**src/rtl/mem_stall_pkg.sv**
```systemverilog
// rtl/mem_stall_pkg.sv - shared types and defaults for the memory stall controller
package mem_stall_pkg;

    // Default width of the miss and write-back statistics counters
    localparam int CNT_W_DEF = 16;

    // Miss-handling FSM states
    typedef enum logic [1:0] {
        IDLE      = 2'd0,
        WRITEBACK = 2'd1,
        REFILL    = 2'd2,
        UPDATE    = 2'd3
    } state_t;

endpackage

```
**src/rtl/mem_stall_ctrl_if.sv**
```systemverilog
// rtl/mem_stall_ctrl_if.sv - off-chip memory handshake between stall controller and memory
interface mem_stall_ctrl_if;

    logic mem_req_o;   // one-cycle request pulse
    logic mem_we_o;    // 1 = write-back, 0 = refill read
    logic mem_ack_i;   // single-cycle completion pulse

    modport master (
        output mem_req_o,
        output mem_we_o,
        input  mem_ack_i
    );

    modport slave (
        input  mem_req_o,
        input  mem_we_o,
        output mem_ack_i
    );

endinterface

```
**src/rtl/sat_counter.sv**
```systemverilog
// rtl/sat_counter.sv - saturating event counter, holds at all-ones
module sat_counter #(
    parameter int W = 16
) (
    input  logic         clk_i,
    input  logic         rst_i,
    input  logic         inc_i,
    output logic [W-1:0] cnt_o
);

    logic [W-1:0] cnt_q;

    // Count events, stopping at all-ones so the statistic never wraps
    always_ff @(posedge clk_i or negedge rst_i) begin
        if (!rst_i) begin
            cnt_q <= '0;
        end else if (inc_i && (cnt_q != {W{1'b1}})) begin
            cnt_q <= cnt_q + 1'b1;
        end
    end

    assign cnt_o = cnt_q;

endmodule

```
**src/rtl/mem_stall_ctrl.sv**
```systemverilog
// rtl/mem_stall_ctrl.sv - data-cache miss FSM that stalls the pipeline during write-back/refill
module mem_stall_ctrl
    import mem_stall_pkg::*;
#(
    parameter int CNT_W = CNT_W_DEF
) (
    input  logic                   clk_i,
    input  logic                   rst_i,
    input  logic                   start_i,
    input  logic                   req_i,
    input  logic                   hit_i,
    input  logic                   dirty_i,
    mem_stall_ctrl_if.master       mem,
    output logic                   stall_o,
    output logic                   refill_we_o,
    output logic [CNT_W-1:0]       miss_cnt_o,
    output logic [CNT_W-1:0]       wb_cnt_o
);

    state_t state_q;
    state_t state_d;
    logic   first_q;      // high in the first cycle of any state visit
    logic   miss_det;
    logic   wb_start;
    logic   mem_we;
    logic   refill_we;
    logic   stall;

    // State register; first_q marks the cycle right after a state change
    always_ff @(posedge clk_i or negedge rst_i) begin
        if (!rst_i) begin
            state_q <= IDLE;
            first_q <= 1'b0;
        end else begin
            state_q <= state_d;
            first_q <= (state_d != state_q);
        end
    end

    // Next-state and Moore/Mealy outputs; stall is combinational in the miss-detect cycle
    always_comb begin
        state_d   = state_q;
        stall     = 1'b0;
        mem_we    = 1'b0;
        refill_we = 1'b0;
        miss_det  = 1'b0;
        wb_start  = 1'b0;
        case (state_q)
            IDLE: begin
                if (start_i && req_i && !hit_i) begin
                    miss_det = 1'b1;
                    stall    = 1'b1;
                    wb_start = dirty_i;
                    state_d  = dirty_i ? WRITEBACK : REFILL;
                end
            end
            WRITEBACK: begin
                stall  = 1'b1;
                mem_we = 1'b1;
                if (mem.mem_ack_i) begin
                    state_d = REFILL;
                end
            end
            REFILL: begin
                stall = 1'b1;
                if (mem.mem_ack_i) begin
                    state_d = UPDATE;
                end
            end
            UPDATE: begin
                stall     = 1'b1;
                refill_we = 1'b1;
                state_d   = IDLE;
            end
            default: begin
                state_d = IDLE;
            end
        endcase
    end

    assign stall_o       = stall;
    assign refill_we_o   = refill_we;
    assign mem.mem_we_o  = mem_we;
    // Each WRITEBACK/REFILL visit is entered from a different state, so first_q gives one pulse per visit
    assign mem.mem_req_o = first_q && ((state_q == WRITEBACK) || (state_q == REFILL));

    sat_counter #(.W(CNT_W)) u_miss_cnt (
        .clk_i (clk_i),
        .rst_i (rst_i),
        .inc_i (miss_det),
        .cnt_o (miss_cnt_o)
    );

    sat_counter #(.W(CNT_W)) u_wb_cnt (
        .clk_i (clk_i),
        .rst_i (rst_i),
        .inc_i (wb_start),
        .cnt_o (wb_cnt_o)
    );

endmodule

```
**src/flat_wrapper.sv**
```systemverilog
// flat-port wrapper written by rule: the top's interface ports become plain ports
module mem_stall_ctrl_flat import mem_stall_pkg::*;
#(
    parameter int CNT_W = CNT_W_DEF
)
  (clk_i, rst_i, start_i, req_i, hit_i, dirty_i, stall_o, refill_we_o, miss_cnt_o, wb_cnt_o, mem_mem_req_o, mem_mem_we_o, mem_mem_ack_i);
  mem_stall_ctrl_if mem_i ();
  input  logic clk_i;
  input  logic rst_i;
  input  logic start_i;
  input  logic req_i;
  input  logic hit_i;
  input  logic dirty_i;
  output logic stall_o;
  output logic refill_we_o;
  output logic [CNT_W-1:0] miss_cnt_o;
  output logic [CNT_W-1:0] wb_cnt_o;
  output wire logic [$bits(mem_i.mem_req_o)-1:0] mem_mem_req_o;
  output wire logic [$bits(mem_i.mem_we_o)-1:0] mem_mem_we_o;
  input wire logic [$bits(mem_i.mem_ack_i)-1:0] mem_mem_ack_i;
  assign mem_mem_req_o = mem_i.mem_req_o;
  assign mem_mem_we_o = mem_i.mem_we_o;
  assign mem_i.mem_ack_i = mem_mem_ack_i;
  mem_stall_ctrl #(.CNT_W(CNT_W)) u_core (.clk_i(clk_i), .rst_i(rst_i), .start_i(start_i), .req_i(req_i), .hit_i(hit_i), .dirty_i(dirty_i), .mem(mem_i), .stall_o(stall_o), .refill_we_o(refill_we_o), .miss_cnt_o(miss_cnt_o), .wb_cnt_o(wb_cnt_o));
endmodule
```
**config.mk**
```make
export PLATFORM = sky130hd
export DESIGN_NAME = mem_stall_ctrl_flat
export DESIGN_NICKNAME = d
export VERILOG_FILES = /design/src/rtl/mem_stall_pkg.sv /design/src/rtl/mem_stall_ctrl_if.sv /design/src/rtl/sat_counter.sv /design/src/rtl/mem_stall_ctrl.sv /design/src/flat_wrapper.sv
export SDC_FILE = /design/constraint.sdc
export NUM_CORES = 1
export LEC_CHECK = 0
export CAP_MARGIN = 15
export CELL_PAD_IN_SITES_DETAIL_PLACEMENT = 1
export CELL_PAD_IN_SITES_GLOBAL_PLACEMENT = 1
export CORE_MARGIN = 5
export CORE_UTILIZATION = 26
export CTS_CLUSTER_SIZE = 30
export DETAILED_ROUTE_END_ITERATION = 8
export PLACE_DENSITY = 0.52
export SLEW_MARGIN = 20
export SYNTH_ARGS = -nofsm -noshare
export SYNTH_HDL_FRONTEND = slang
export SYNTH_HIERARCHICAL = 1
export SYNTH_SLANG_ARGS = --single-unit
export TNS_END_PERCENT = 5
```
**constraint.sdc**
```tcl
create_clock -name clk_i -period 2.6 [get_ports clk_i]
set_clock_uncertainty 0.2 [all_clocks]
set_input_delay 0.65 -clock clk_i [delete_from_list [all_inputs] [get_ports clk_i]]
set_output_delay 0.65 -clock clk_i [all_outputs]
set_load 0.01 [all_outputs]
```
==> flow_metrics.env <==
export IMPL_cts_setup_buffers=0
export IMPL_yosysWarnings=6
export IMPL_regArea_um2=876
export IMPL_max_slew_margin_pct=68.7
export IMPL_overflow=0
export IMPL_num_rows=32
export IMPL_finalMaxSlewViolations=0
export IMPL_root_buffer="clkbuf_8"
export IMPL_path_max_fanout=4
export IMPL_fin_setup_tns_ns=0
export IMPL_drive_gt1_share_pct=20.3
export IMPL_gr_usage_all_layers_pct=11.5
export IMPL_min_period_over_period_pct=97.8
export IMPL_grt_max_degree=36
export IMPL_syn_nets=196
export IMPL_start_kind="flop"
export IMPL_tritoncts="yes"
export IMPL_hold_class="primary input to asynchronous set/reset pin"
export IMPL_synthArstFlopShare_pct=100
export IMPL_multi_input_area_um2=1170
export IMPL_hold_buffers=0
export IMPL_synth_cells=181
export IMPL_worst_pin_slew_ns=0.469
export IMPL_dp_hpwl_mm=4.14
export IMPL_grt_pass1_vias=1857
export IMPL_core_area_um2=7730
export IMPL_max_freq_ghz=0.393
export IMPL_critPathRequiredTime_ns=1.75
export IMPL_antenna_found_initial=0
export IMPL_synth_edf_count=0
export IMPL_die_area_um2=9770
export IMPL_die_width_um=98.9
export IMPL_endpoint_kind="output pin"
export IMPL_grt_pass1_wl_mm=9.11
export IMPL_hold_viol=0
export IMPL_synth_ff_latch_count=35
export IMPL_layout_nets=265
export IMPL_drt_iter0_markers=50
export IMPL_vdd_ir_drop_worst_v=0.000267
export IMPL_p_leak_nw=1.25
export IMPL_clk_pin_slew_worst_paths_ns=0.08
export IMPL_start_util_pct=26.6
export IMPL_cts_num_sinks=35
export IMPL_clock_latency_ns=0.29
export IMPL_diodes=0
export IMPL_synth_main_ff_cell="dfrtp_1"
export IMPL_clock_path_buffers=2
export IMPL_synth_cell_area_um2=2050
export IMPL_cap_violations=0
export IMPL_setup_slack_ns=0.0565
export IMPL_wirelength_mm=5.51
export IMPL_ys_types=41
export IMPL_outcome="complete, no violations"
export IMPL_finalSetupViolations=0
export IMPL_drtPass1Iterations=4
export IMPL_syn_mean_instance_area_um2=11.3
export IMPL_drc=0
export IMPL_wl_per_cell_um=15.6
export IMPL_final_core_util_pct=37.0
export IMPL_n_fill_cell=874
export IMPL_io_buffers=42
export IMPL_via_per_inst=4.95
export IMPL_critPathKind="flop to output pin"
export IMPL_area_delta_synth_final_pct=39.4
export IMPL_rsz0062_at_grt="false"
export IMPL_fin_crit_ns=2.54
export IMPL_htreeDepth=2
export IMPL_numCtsBuffers=5
export IMPL_die_h_um=98.9
export IMPL_place_ws_ns=-0.113
export IMPL_gp_congestion=0.742
export IMPL_postRouteAntennaNets=0
export IMPL_ios=43
export IMPL_routed_via_count=1749
export IMPL_crit_arrival_ns=1.69
export IMPL_synth_seq_area_share_pct=42.7
export IMPL_power_density_nw_per_um2=640
## where the power goes
| group | switching (mW) | leakage, nW | internal, mW |
|---|---|---|---|
| Sequential | 0.0853 | 0.476 | 0.611 |
| Clock | 0.214 | 0.0612 | 0.311 |
| Combinational | 0.296 | 0.708 | 0.316 |
## worst max-delay path: stages, from the launching register on
cell and delay, ns:
dfrtp_1 0.39, inv_1 0.14, ha_1 0.25, and2_1 0.15, clkdlybuf4s50_1 0.48
## Yosys cell counts (2+ instances only)
master	count	area [um2]
and4_2	2	20.0
ha_1	8	100
and2_1	2	12.5
nor3_2	2	20.0
and3_1	4	25.0
nand4_4	2	42.5
nand3_4	2	35.0
and4b_1	2	20.0
inv_1	3	11.3
nand4_1	16	100
a32oi_1	3	26.3
and4_1	2	17.5
nor2_1	8	30.0
a31oi_1	6	37.5
mux2_1	2	22.5
o31ai_4	2	42.5
o211ai_1	2	15.0
o21ai_0	4	20.0
dfrtp_1	35	876
nand4_2	2	25.0
nand3_1	10	50.1
nand2_1	10	37.5
a21oi_1	8	40.0
nor4_4	4	85.1
xor2_1	4	35.0
and4_4	2	22.5
o21a_1	10	75.1
xnor2_1	10	87.6
nor2_2	2	12.5
## final cells by class
type	instances	share of cell area (%)
flip-flops and latches	35	30.6
clock buffers	6	2.88
clock inverters	2	1.22
well taps	102	4.46
multi-input cells	143	40.7
repair buffers	62	19.7
inverters	3	0.393
## state kept, by name, summed over array words and instances, names as in the netlist
register	flops
u_core/state_q	2
u_core/first_q	1
u_core/u_miss_cnt/cnt_o	16
u_core/u_wb_cnt/cnt_o	16
## through the flow
step	hold WS, ns	power [mW]	cell area, um2	instances
floorplan	0.154	1.02	2050	181
global placement	0.309	1.33	2750	345
detailed placement	0.322	1.33	2750	345
CTS	0.204	1.87	2860	353
global route	0.225	1.95	2860	353
finish	0.190	1.83	2860	353
## metal layers
metal	up-vias	global-route usage, %	part of all wire (%)
met1	870	14.3	47
met5	-	0	0
met3	7	3.04	4.2
met2	34	19.5	48
li1	838	-	-
met4	0	3.15	0.80
## logic make-up after synthesis
logic type	after synthesis	synth area share, %
DFF	35	42.7
xor gates and xnor gates	14	5.97
buffers and inverters	3	0.548
and+or+nand+nor	79	30.0
AOI/OAI and AO/OA	40	14.8
muxes	2	1.10
adders and majority gates	8	4.88
## layout by cell type, fill, tap and decap left out, types with 2 or more instances in the layout
cell / synthesis / routed
xor2_1: 4 / 4
nor2_2: 2 / 2
nor3_2: 2 / 2
inv_1: 3 / 3
o21ai_0: 4 / 4
nand2_1: 10 / 10
clkbuf_8: 0 / 6
nor4_4: 4 / 4
and4_2: 2 / 2
nand4_4: 2 / 2
ha_1: 8 / 8
buf_4: 0 / 20
mux2_1: 2 / 2
a32oi_1: 3 / 3
dfrtp_1: 35 / 35
o31ai_4: 2 / 2
a31oi_1: 6 / 6
o211ai_1: 2 / 2
nand4_1: 16 / 16
and3_1: 4 / 4
xnor2_1: 10 / 10
nand4_2: 2 / 2
o21a_1: 10 / 10
nand3_4: 2 / 2
nor2_1: 8 / 8
nand3_1: 10 / 10
a21oi_1: 8 / 8
and4_1: 2 / 2
and4_4: 2 / 2
clkdlybuf4s50_1: 0 / 40
and2_1: 2 / 2
and4b_1: 2 / 2
## what timing repair did
item / 4_1_cts / 5_1_grt
gates resized for setup: 1 / 0
endpoints found under the hold margin: 0 / 0
endpoints found under the setup margin: 1 / 0
## worst paths after layout
| check | cells past startpoint | to | slack [ns] | startpoint |
|---|---|---|---|---|
| min reg2reg | 1 | u_core/u_wb_cnt/cnt_o[15] | 0.33 | u_core/u_wb_cnt/cnt_o[15] |
| max in group asynchronous | 2 | u_core/u_miss_cnt/cnt_o[2] | 1.67 | rst_i |
| min | 2 | u_core/u_wb_cnt/cnt_o[13] | 0.19 | rst_i |
| max | 4 | mem_mem_req_o | 0.06 | u_core/state_q[1] |
| min in group clk_i | 1 | u_core/u_wb_cnt/cnt_o[15] | 0.33 | u_core/u_wb_cnt/cnt_o[15] |
| max reg2reg | 9 | u_core/u_wb_cnt/cnt_o[10] | 0.42 | u_core/state_q[1] |
No activity file was read; power rests on OpenSTA's default activity.
